## config.mk

```make
export PLATFORM = sky130hd
export DESIGN_NAME = ysyx_25020047_lsu
export DESIGN_NICKNAME = d
export VERILOG_FILES = /design/src/rtl/ysyx_25020047_pkg.sv /design/src/rtl/ysyx_25020047_lsu_align.sv /design/src/rtl/ysyx_25020047_lsu.sv
export SDC_FILE = /design/constraint.sdc
export NUM_CORES = 1
export LEC_CHECK = 0
export CAP_MARGIN = 20
export CORE_MARGIN = 4
export CORE_UTILIZATION = 47
export CTS_CLUSTER_DIAMETER = 150
export DETAILED_ROUTE_END_ITERATION = 12
export GPL_TIMING_DRIVEN = 0
export PLACE_DENSITY = 0.92
export SETUP_SLACK_MARGIN = 0.2
export SYNTH_ARGS = -nofsm -noshare
export SYNTH_HDL_FRONTEND = slang
export SYNTH_SLANG_ARGS = --single-unit
```

## constraint.sdc

```tcl
create_clock -name clk -period 2.3 [get_ports clk]
set_clock_uncertainty 0.15 [all_clocks]
set_input_delay 0.575 -clock clk [delete_from_list [all_inputs] [get_ports clk]]
set_output_delay 0.575 -clock clk [all_outputs]
set_load 0.01 [all_outputs]
```

## src/rtl/ysyx_25020047_pkg.sv

```systemverilog
// Shared definitions for the ysyx_25020047 load/store path.
// Latency: n/a (types and constants only).
// Backpressure: n/a.
package ysyx_25020047_pkg;

  // Access size encodings carried on in_size; 2'd3 is illegal.
  localparam logic [1:0] SZ_B = 2'd0;
  localparam logic [1:0] SZ_H = 2'd1;
  localparam logic [1:0] SZ_W = 2'd2;

  // Default number of WAIT_RSP cycles before an access is faulted.
  localparam int MEM_TIMEOUT_DEF = 255;

  typedef enum logic [1:0] {
    ST_IDLE     = 2'd0,
    ST_REQ      = 2'd1,
    ST_WAIT_RSP = 2'd2,
    ST_DONE     = 2'd3
  } lsu_state_t;

endpackage

```

## src/rtl/ysyx_25020047_lsu_align.sv

```systemverilog
// Byte-lane steering: store strobe/data replication and load extract/extend.
// Latency: purely combinational.
// Backpressure: none; outputs follow inputs.
// Ports: addr_lo (byte offset), size, uns (zero-extend), store_data, rdata (load word)
//        -> wstrb, wdata (store lanes), load_data (extended load value).
module ysyx_25020047_lsu_align
  import ysyx_25020047_pkg::*;
(
  input  logic [1:0]  addr_lo,
  input  logic [1:0]  size,
  input  logic        uns,
  input  logic [31:0] store_data,
  input  logic [31:0] rdata,
  output logic [3:0]  wstrb,
  output logic [31:0] wdata,
  output logic [31:0] load_data
);

  // Addressed byte/half moved down to bit 0; only the low half is ever needed.
  logic [15:0] sh;
  assign sh = 16'(rdata >> {addr_lo, 3'b000});

  always_comb begin
    wstrb     = 4'hF;
    wdata     = store_data;
    load_data = rdata;
    case (size)
      SZ_B: begin
        wstrb     = 4'b0001 << addr_lo;
        wdata     = {4{store_data[7:0]}};
        load_data = uns ? {24'b0, sh[7:0]} : {{24{sh[7]}}, sh[7:0]};
      end
      SZ_H: begin
        wstrb     = 4'b0011 << addr_lo;
        wdata     = {2{store_data[15:0]}};
        load_data = uns ? {16'b0, sh} : {{16{sh[15]}}, sh};
      end
      default: ;
    endcase
  end

endmodule

```

## src/rtl/ysyx_25020047_lsu.sv

```systemverilog
// Load/store unit: one instruction in flight, mem request/response, result to write-back.
// Latency: pass-through/fault 1 cycle; memory access >= 3 cycles (req, rsp, result).
// Backpressure: in_ready only in IDLE; req held until mem_req_ready; result held until out_ready.
// Ports: clk/rst (sync, active-high); in_* execute payload; mem_req_*/mem_rsp_* data-memory
//        port; out_* write-back payload with out_fault for misalign/size/bus error/timeout.
module ysyx_25020047_lsu
  import ysyx_25020047_pkg::*;
#(
  parameter int MEM_TIMEOUT = MEM_TIMEOUT_DEF
) (
  input  logic        clk,
  input  logic        rst,
  input  logic        in_valid,
  output logic        in_ready,
  input  logic [31:0] in_result,
  input  logic [31:0] in_store_data,
  input  logic        in_read,
  input  logic        in_write,
  input  logic [1:0]  in_size,
  input  logic        in_unsigned,
  input  logic [4:0]  in_rd,
  input  logic        in_reg_wen,
  output logic        mem_req_valid,
  input  logic        mem_req_ready,
  output logic        mem_req_wen,
  output logic [31:0] mem_req_addr,
  output logic [31:0] mem_req_wdata,
  output logic [3:0]  mem_req_wstrb,
  input  logic        mem_rsp_valid,
  input  logic [31:0] mem_rsp_rdata,
  input  logic        mem_rsp_err,
  output logic        out_valid,
  input  logic        out_ready,
  output logic [31:0] out_data,
  output logic [4:0]  out_rd,
  output logic        out_reg_wen,
  output logic        out_fault
);

  localparam int CW = $clog2(MEM_TIMEOUT + 1);

  lsu_state_t  state_q, state_d;
  logic [31:0] addr_q, sdata_q;
  logic        is_read_q, is_write_q, uns_q, reg_wen_q;
  logic [1:0]  size_q;
  logic [4:0]  rd_q;
  logic [CW-1:0] cnt_q;
  logic [31:0] out_data_q;
  logic        out_fault_q, out_wen_q;

  logic        accept, is_mem, bad_access, timeout_hit;
  logic [3:0]  al_wstrb;
  logic [31:0] al_wdata, al_load;

  assign accept      = in_valid && (state_q == ST_IDLE);
  assign is_mem      = in_read || in_write;
  // Byte accesses can never be misaligned; size 3 faults regardless of address.
  assign bad_access  = (in_size == 2'd3) ||
                       ((in_size == SZ_H) && in_result[0]) ||
                       ((in_size == SZ_W) && (in_result[1:0] != 2'b00));
  assign timeout_hit = (cnt_q == CW'(MEM_TIMEOUT - 1));

  ysyx_25020047_lsu_align u_align (
    .addr_lo    (addr_q[1:0]),
    .size       (size_q),
    .uns        (uns_q),
    .store_data (sdata_q),
    .rdata      (mem_rsp_rdata),
    .wstrb      (al_wstrb),
    .wdata      (al_wdata),
    .load_data  (al_load)
  );

  // State register
  always_ff @(posedge clk) begin
    if (rst) state_q <= ST_IDLE;
    else     state_q <= state_d;
  end

  // Next-state logic
  always_comb begin
    state_d = state_q;
    case (state_q)
      ST_IDLE:     if (accept) state_d = (!is_mem || bad_access) ? ST_DONE : ST_REQ;
      ST_REQ:      if (mem_req_ready) state_d = ST_WAIT_RSP;
      // A response coinciding with the REQ handshake is never looked at.
      ST_WAIT_RSP: if (mem_rsp_valid || timeout_hit) state_d = ST_DONE;
      ST_DONE:     if (out_ready) state_d = ST_IDLE;
      default:     state_d = ST_IDLE;
    endcase
  end

  // Outputs
  always_comb begin
    in_ready      = (state_q == ST_IDLE);
    mem_req_valid = (state_q == ST_REQ);
    mem_req_wen   = (state_q == ST_REQ) && is_write_q;
    mem_req_wstrb = ((state_q == ST_REQ) && is_write_q) ? al_wstrb : 4'h0;
    mem_req_addr  = {addr_q[31:2], 2'b00};
    mem_req_wdata = al_wdata;
    out_valid     = (state_q == ST_DONE);
    out_data      = out_data_q;
    out_rd        = rd_q;
    out_reg_wen   = out_wen_q;
    out_fault     = out_fault_q;
  end

  // Capture registers, timeout counter and result registers
  always_ff @(posedge clk) begin
    if (rst) begin
      addr_q      <= '0;
      sdata_q     <= '0;
      is_read_q   <= 1'b0;
      is_write_q  <= 1'b0;
      uns_q       <= 1'b0;
      reg_wen_q   <= 1'b0;
      size_q      <= SZ_B;
      rd_q        <= '0;
      cnt_q       <= '0;
      out_data_q  <= '0;
      out_fault_q <= 1'b0;
      out_wen_q   <= 1'b0;
    end else begin
      if (accept) begin
        addr_q      <= in_result;
        sdata_q     <= in_store_data;
        is_read_q   <= in_read;
        is_write_q  <= in_write;
        uns_q       <= in_unsigned;
        reg_wen_q   <= in_reg_wen;
        size_q      <= in_size;
        rd_q        <= in_rd;
        out_data_q  <= in_result;
        out_fault_q <= is_mem && bad_access;
        out_wen_q   <= in_reg_wen && !is_mem;
      end
      if (state_q == ST_REQ && mem_req_ready) cnt_q <= '0;
      if (state_q == ST_WAIT_RSP) begin
        if (mem_rsp_valid) begin
          out_data_q  <= is_write_q ? addr_q : al_load;
          out_fault_q <= mem_rsp_err;
          out_wen_q   <= reg_wen_q && is_read_q && !mem_rsp_err;
        end else if (timeout_hit) begin
          out_data_q  <= addr_q;
          out_fault_q <= 1'b1;
          out_wen_q   <= 1'b0;
        end else begin
          cnt_q <= cnt_q + CW'(1);
        end
      end
    end
  end

endmodule
```

Word-level counts from Yosys, hierarchy flattened

Index checks and enable logic that the tools add are counted.

Register bits after elaboration: 119
Input port bits: 114
Output and inout bits: 111
Word-level logic and storage cells: 78

$add $sub $neg: 1
Eq/ne operators: 12
Shift operators: 3
Mux-type cells: 29
Reductions and logical operators: 20

Operator list:

| cell                                                   | number |
|---|---|
| 2-to-1 mux 32 bit                                      | 7 |
| case mux 32 bit (2 select lines)                       | 2 |
| 2-to-1 mux 8 bit                                       | 4 |
| right shift 32 x 5 -> 16 bit                           | 1 |
| 2-to-1 mux 2 bit                                       | 5 |
| logical AND 1 bit                                      | 9 |
| adder 8 x 1 -> 8 bit (second input constant)           | 1 |
| equality test 2 bit (second input constant)            | 4 |
| equality test 8 bit (second input constant)            | 1 |
| 2-to-1 mux 1 bit                                       | 8 |
| case mux 2 bit (4 select lines)                        | 1 |
| case mux 4 bit (2 select lines)                        | 1 |
| equality test 2 x 1 -> 1 bit (second input constant)   | 3 |
| inequality test 2 x 1 -> 1 bit (second input constant) | 3 |
| logical OR 1 bit                                       | 5 |
| zero test 2 bit                                        | 2 |
| 2-to-1 mux 4 bit                                       | 1 |
| AND reduction 4 bit                                    | 1 |
| << shifter 1 x 2 -> 4 bit (first input constant)       | 1 |
| << shifter 2 x 2 -> 4 bit (first input constant)       | 1 |
| zero test 1 bit                                        | 2 |
| inequality test 2 bit (second input constant)          | 1 |
| nonzero test 2 bit                                     | 1 |

Longest topological paths before layout

Gate-level depths: netlist (run 1).

Depth after elaboration: 9
Mapped depth: 9
Mapped depth without buffers: 8

Cells and area by module

From an unflattened synthesis (run 1), not the netlist that was laid out.

Cells, all modules: 865
Area, all modules: 6,706.4 sq um

By module, submodules not included:

| module                  | times used | cells an instance | area an instance (sq um) | sequential area each (sq um) |
|---|---|---|---|---|
| ysyx_25020047_lsu       | 1          | 674               | 5,370.2                  | 2,382.3 |
| ysyx_25020047_lsu_align | 1          | 191               | 1,336.3                  | 0.0 |

Worst setup path after synthesis (run 1)

No wires, ideal clock.

Kind: register to output
Start point: register size_q[1]
End point: output mem_req_wdata[24]
Arrival: 1,442 ps
Data required time: 1,575 ps
Slack: 133 ps
Cell stages (with the launch flop): 7
Buffers on the path: 4
Cell sequence: dfxtp_1 buf_6 clkbuf_1 buf_2 clkbuf_1 nand2_1 o21ai_0

Cells in the longest elaborated chain, start to end: 2
Elaborated cells between the ends (all ways): 3
Those cells by class: 1 x eq/ne; 1 x mux; 1 x reduce/logical

Ends and longest elaborated chain:

| what                                                            | RTL line                      | text |
|---|---|---|
| from (decl)                                                     | ysyx_25020047_lsu.sv:45       | `logic [1:0] size_q;` |
| from (signal assigned)                                          | ysyx_25020047_lsu.sv:131      | `size_q <= in_size;` |
| equality test 2 x 1 -> 1 bit or zero test 2 bit (tied branches) | ysyx_25020047_lsu_align.sv:27 | `case (size)` |
| case mux 32 bit (2 select lines) (*)                            | ysyx_25020047_lsu_align.sv:27 |  |
| to (decl)                                                       | ysyx_25020047_lsu.sv:27       | `output logic [31:0] mem_req_wdata,` |

Mark *: on every way between the ends. The rest lies on a longest branch, timed or not.

Worst setup path after layout (run 1)

Start point: register size_q[1]
End point: output mem_req_wdata[31]

Same word-level chain as after synthesis.

==> flow_summary.json, run 1 <==
{
  "htree_levels": 4,
  "grt_max_degree": 17,
  "yosysWarnings": 0,
  "track_usage_pct": 35.1,
  "post-dp-hpwl_mm": 19.8,
  "viasPerCell": 6.52,
  "setup_ws_ns": -0.0710,
  "rows": 43,
  "synth_edf_count": 0,
  "start_util_pct": 48.6,
  "hp-class": "flop to flop",
  "drv_slew": 0,
  "worstSetupPathType": "flop to output pin",
  "arrival_ns": 1.65,
  "final_util_pct": 78.6,
  "cts-buffers-inserted": 17,
  "regArea_sq_um": 2460,
  "drt-pass1-iter-count": 9,
  "wire_per_inst_microns": 24.4,
  "cp.required_ns": 1.57,
  "ant_nets": 0,
  "syn_inst": 895,
  "syn-cell-area_sq_um": 6830,
  "async_reset_ff_share_pct": 0,
  "die_x_microns": 129,
  "fin_cells": 1366,
  "clk_pin_slew_ns": 0.06,
  "peakVddDrop_v": 0.000827,
  "drive_above_1_share_pct": 27.7,
  "dpl.cell_count": 1296,
  "cts_tree": "done",
  "maxSlewHeadroom_pct": 51.1,
  "post-route-min-period_ns": 2.37,
  "rsz0062_at_grt": "true",
  "use_met1_pct": 38.9,
  "dp_slack_ns": -0.845,
  "cts_buffer_depth": 2,
  "cp-start-kind": "flop",
  "synth.distinct_cells": 56,
  "p_leak_nw": 4.80,
  "die_h_microns": 129,
  "min_period_over_period_pct": 103,
  "status": "complete, but fails checks",
  "setup_violations": 27,
  "ys_ff_latch": 119,
  "grt.busiest_layer": "met2",
  "cts.sinks": 119,
  "placed_cell_area_sq_um": 9260,
  "grt.met3_usage_pct": 11.6,
  "vias": 8907,
  "syn_area_per_cell_sq_um": 7.63,
  "power.density_nw_per_um2": 1030,
  "ctsRootBufferMaster": "clkbuf_16",
  "drt_iter0_markers": 1244,
  "drt-total-wl_mm": 33.3,
  "nFillCells": 832,
  "grt_pass1_vias": 8393,
  "grt_pass1_wl_mm": 45.3,
  "design.core.area_sq_um": 14000,
  "remaining_drc_errors": 0,
  "io_buffers": 220,
  "die_area_sq_um": 16500,
  "timing.fmax_ghz": 0.422,
  "ios": 225,
  "nets": 1293,
  "use_met2_pct": 58.9,
  "clock_latency_ns": 0.44,
  "syn_to_final_growth_pct": 61.6,
  "multi_input_area_sq_um": 4240,
  "synth_ff_type": "dfxtp_1",
  "cp_max_fo": 6,
  "antenna_found_initial": 0,
  "worst_pin_slew_ns": 0.734,
  "gr-total-overflow": 0,
  "cp-end-kind": "output pin",
  "yosysSeqAreaShare_pct": 34.9,
  "final_cell_area_sq_um": 11000,
  "maxCapViolCount": 0,
  "finalHoldViolCount": 0,
  "violations": "negative setup slack",
  "holdWs_ns": 0.306,
  "place_congestion": 0.977
}
-- state kept, by name, summed over array words and instances (netlist names) --
signal and flops:
addr_q 32, cnt_q 8, is_read_q 1, is_write_q 1, out_data 32, out_fault 1, out_rd 5, out_reg_wen 1
reg_wen_q 1, sdata_q 32, size_q 2, state_q 2, uns_q 1
-- cells by family (layout without fill, tap and decap cells) --
logic type	count (synthesis)	after routing	share of synthesized area [%]
compound gates	315	315	30.1
simple gates	287	287	18.3
buf+inv	132	421	10.1
flops	119	119	34.9
mux	28	28	4.53
fa+ha+maj	7	7	1.28
xor+xnor	6	6	0.770
other cells	1	3	0.0549
-- cell type report --
| type | instances | share of cell area (%) |
|---|---|---|
| Inverter | 17 | 0.692 |
| Multi-Input combinational cell | 645 | 38.4 |
| Clock inverter | 12 | 1.36 |
| Timing Repair Buffer | 258 | 23.1 |
| Antenna cell | 1 | 0.0227 |
| Clock buffer | 20 | 4.23 |
| Tap cell | 180 | 2.04 |
| Buffer | 114 | 7.86 |
| Sequential cell | 119 | 22.3 |
-- path summary, 6_finish.rpt --
check | start | end | slack [ns] | cells after the start
setup / recovery | size_q[1] | mem_req_wdata[31] | -0.07 | 6
hold / removal | out_rd[0] | out_rd[0] | 0.31 | 2
setup reg to reg | addr_q[1] | out_data[14] | 0.07 | 9
hold reg to reg | out_rd[0] | out_rd[0] | 0.31 | 2
-- worst max-delay path: stages (launching register included) --
cell and delay, ns:
dfxtp_2 0.32, buf_6 0.13, clkbuf_16 0.14, clkbuf_16 0.15, buf_6 0.14, o21ai_2 0.18, buf_6 0.13
-- per-stage QoR --
stage / setup TNS [ns] / total power, W
after floorplan: 0 / 0.00536
final: -1.19 / 0.0113
after CTS: -0.288 / 0.0105
after global placement: -82.53 / 0.00711
after detailed placement: -80.82 / 0.00723
after global routing: -1.60 / 0.0116
-- placed cells by master, fill, tap and decap left out, types with 22 or more instances in the layout --
cell type        Yosys  routed
buf_4               43      70
nor2_1              78      72
dfxtp_2              0      35
nand2_1            142     132
clkbuf_16            0      24
buf_6                1      35
and3_1              27      27
clkdlybuf4s50_1      0     141
dfxtp_1            119      76
a21oi_1            140     131
a21o_1              22      22
clkbuf_1            57      27
dlygate4sd2_1        0      44
-- where the power goes --
group | switching, W | internal (W)
Sequential | 0.000434 | 0.00254
Clock | 0.00108 | 0.00178
Combinational | 0.00295 | 0.00254
-- what timing repair did --
| action | in CTS | in global routing |
|---|---|---|
| setup endpoints to repair | 181 | 123 |
| hold buffers | 0 | 0 |
| gates cloned | 2 | 2 |
| pin swaps | 17 | 59 |
| gates resized for setup | 368 | 115 |
| setup buffers | 19 | 15 |
-- synth_stat cells (8+ instances only) --
cell,count,area (sq um)
a211o_1,17,149
a211oi_1,8,60.1
a21o_1,22,165
a21oi_1,140,701
a31oi_1,19,119
and3_1,27,169
buf_2,9,45.0
buf_4,43,323
clkbuf_1,57,214
dfxtp_1,119,2380
inv_1,14,52.6
mux2_2,17,191
mux2i_1,8,80.1
nand2_1,142,533
nand3_1,8,40.0
nor2_1,78,293
o21ai_0,28,140
o21ai_1,10,50.1
o221ai_1,8,70.1
o221ai_2,10,150
o22ai_1,12,75.1
or3_1,8,50.1
-- layer usage --
metal | wire length [microns] | up-vias
met2 | 15400 | 855
li1 | - | 3689
met4 | 2820 | 0
met3 | 4380 | 295
met5 | 0 | -
met1 | 10700 | 4068
No activity file was read; power rests on OpenSTA's default activity.
==> run 2: changes to the inputs <==
==> constraint.sdc (replaced) <==
create_clock -name clk -period 2.3 [get_ports clk]
set_clock_uncertainty 0.15 [all_clocks]
set_input_delay 0.23 -clock clk [delete_from_list [all_inputs] [get_ports clk]]
set_output_delay 0.23 -clock clk [all_outputs]
set_load 0.01 [all_outputs]
==> run 2 against run 1 <==
Effect of this change:
- the run now ends clean
- sequential cell count is the same
- register-to-register slack improved by 0.06 ns
- utilization is 5.1 points lower
- power is 7.8% lower
- first-iteration DRC count fell by 11%
- clock power shrank 9.4%
- critical path type is now flop to flop
==> flow_summary.json, run 2 (same netlist as run 1, synthesis figures left out) <==
{
  "status": "completed",
  "crit_path_cell_trace": "inv_1 -> ha_1 -> nand3_2 -> or2_4 -> buf_6 -> buf_2 -> a211o_1 -> a31oi_1",
  "r2r_cells": 8,
  "maxCapViolCount": 0,
  "gr-total-overflow": 0,
  "die_area_sq_um": 16500,
  "whs_path_depth": 3,
  "holdBufCountCts": 0,
  "setup_ws_ns": 0.135,
  "post-route-min-period_ns": 2.17,
  "clk_pin_slew_ns": 0.05,
  "track_usage_pct": 32.1,
  "nets": 1273,
  "drt-total-wl_mm": 28.9,
  "ctsRootBufferMaster": "clkbuf_16",
  "regArea_sq_um": 2400,
  "cp.required_ns": 2.49,
  "wire_per_inst_microns": 21.5,
  "critPathSlowestCell": "dfxtp_4",
  "ant_nets": 0,
  "worstSetupPathType": "flop to flop",
  "min_period_over_period_pct": 94.1,
  "peakVddDrop_v": 0.000612,
  "finalHoldViolCount": 0,
  "worst_pin_slew_ns": 0.642,
  "worstHoldEndpoint": "out_rd[4]",
  "holdCritStartpoint": "in_rd[4]",
  "place_congestion": 0.984,
  "cts.sinks": 119,
  "cp-end-kind": "flop",
  "drive_above_1_share_pct": 19.6,
  "die_x_microns": 129,
  "antenna_cells": 0,
  "cts_buffer_depth": 2,
  "antenna_found_initial": 0,
  "p_leak_nw": 4.22,
  "multi_input_area_sq_um": 3960,
  "ios": 225,
  "remaining_drc_errors": 0,
  "max_stage_delay_ns": 0.37,
  "cts_tree": "done",
  "clock_latency_ns": 0.43,
  "dp_slack_ns": -0.579,
  "rsz0062_at_grt": "true",
  "htree_levels": 4,
  "vias": 8245,
  "grt_pass1_vias": 7861,
  "arrival_ns": 2.36,
  "mostFrequentLayoutCells": "clkdlybuf4s50_1, nand2_1, a21oi_1, dfxtp_1, nor2_1",
  "dpl.cell_count": 1296,
  "drt-pass1-iter-count": 9,
  "cp-start-kind": "flop",
  "grt_max_degree": 17,
  "start_util_pct": 48.6,
  "hp-class": "primary input to flop",
  "reg2reg_from": "cnt_q[0]",
  "syn_to_final_growth_pct": 51.1,
  "cp_max_fo": 10,
  "regToRegSetupSlack_ns": 0.13,
  "drt_iter0_markers": 1113,
  "nFillCells": 1000,
  "cts-buffers-inserted": 17,
  "fin_cells": 1345,
  "post-dp-hpwl_mm": 19.5,
  "die_h_microns": 129,
  "maxSlewHeadroom_pct": 57.2,
  "final_common_cell": "clkdlybuf4s50_1",
  "grt_pass1_wl_mm": 41.5,
  "timing.fmax_ghz": 0.462,
  "reg2reg_to": "out_data[23]",
  "setup_violations": 0,
  "design.core.area_sq_um": 14000,
  "drv_slew": 0,
  "viasPerCell": 6.13,
  "rows": 43,
  "power.density_nw_per_um2": 1010,
  "io_buffers": 220
}
## run 2: cell count changes in the layout (fill, tap and decap cells not counted), moves of 7 or more
cell	delta
clkbuf_2	+8
dfxtp_2	-29
dfxtp_1	+35
clkbuf_1	+7
buf_6	-21
mux2_4	-13
buf_2	+10
buf_4	-14
nand2_1	+9
o221ai_2	-7
clkdlybuf4s50_1	+49
mux2_2	+13
dlygate4sd2_1	-42
a21oi_1	+7
## run 2: area by class of cell
| class | instances | share of cell area (%) |
|---|---|---|
| repair buffers | 237 | 21.9 |
| clock inverters | 9 | 0.983 |
| clock buffers | 23 | 4.44 |
| well taps | 180 | 2.18 |
| multi-input cells | 645 | 38.4 |
| inverters | 17 | 0.655 |
| flip-flops and latches | 119 | 23.2 |
| plain buffers | 115 | 8.24 |
## run 2: layer usage
metal  part of all wire (%)  vias to the layer above  GRT usage, %  wire length [microns]
met5                      0                        -             0                      0
met4                    5.8                        0          15.8                   1680
met3                     12                      167          10.3                   3340
met2                     47                      651          54.2                  13500
met1                     36                     3790          36.7                  10400
li1                       -                     3637             -                      -
## run 2: through the flow
| stage | utilization (%) | power (W) | setup TNS [ns] | hold slack (ns) | instance area [sq um] |
|---|---|---|---|---|---|
| finish | 73.5 | 0.0104 | 0 | 0.199 | 10300 |
| global route | 73.5 | 0.0108 | 0 | 0.205 | 10300 |
| CTS | 71.7 | 0.0100 | 0 | 0.186 | 10100 |
| detailed placement | 65.9 | 0.00721 | -42.92 | 0.295 | 9260 |
| global placement | 65.9 | 0.00710 | -40.30 | 0.290 | 9260 |
| floorplan | - | 0.00536 | 0 | 0.216 | 6830 |
## run 2: power by group
part / switching, W / leakage [nW] / internal, W
combinational: 0.00264 / 2.96 / 0.00233
clock: 0.000974 / 0.275 / 0.00161
sequential: 0.000378 / 0.979 / 0.00251
total: 0.00399 / 4.22 / 0.00645
## run 2: worst max path at each step
| stage | from | to | slack (ns) | cells after the start |
|---|---|---|---|---|
| finish | cnt_q[0] | out_data[23] | 0.13 | 8 |
| global route | cnt_q[0] | out_data[23] | 0.12 | 8 |
| CTS | size_q[1] | mem_req_wstrb[2] | 0.16 | 7 |
| detailed placement | in_valid | sdata_q[8] | -0.58 | 7 |
| global placement | in_valid | sdata_q[8] | -0.58 | 7 |
| floorplan | state_q[0] | out_rd[0] | 0.27 | 8 |
## run 2: worst max-delay path, delay by kind of cell, from the launching register on
| kind | cells | cell delay (ns) |
|---|---|---|
| fa+ha+maj | 1 | 0.20 |
| buf+inv | 3 | 0.42 |
| simple gates | 2 | 0.42 |
| flops | 1 | 0.37 |
| compound gates | 2 | 0.53 |
## run 2: repair_timing
action                                  4_1_cts  5_1_grt
gates resized for setup                     181       77
cloned                                        0        2
endpoints found under the setup margin      138      102
pin swaps                                     3       33
buffers inserted                              9        6
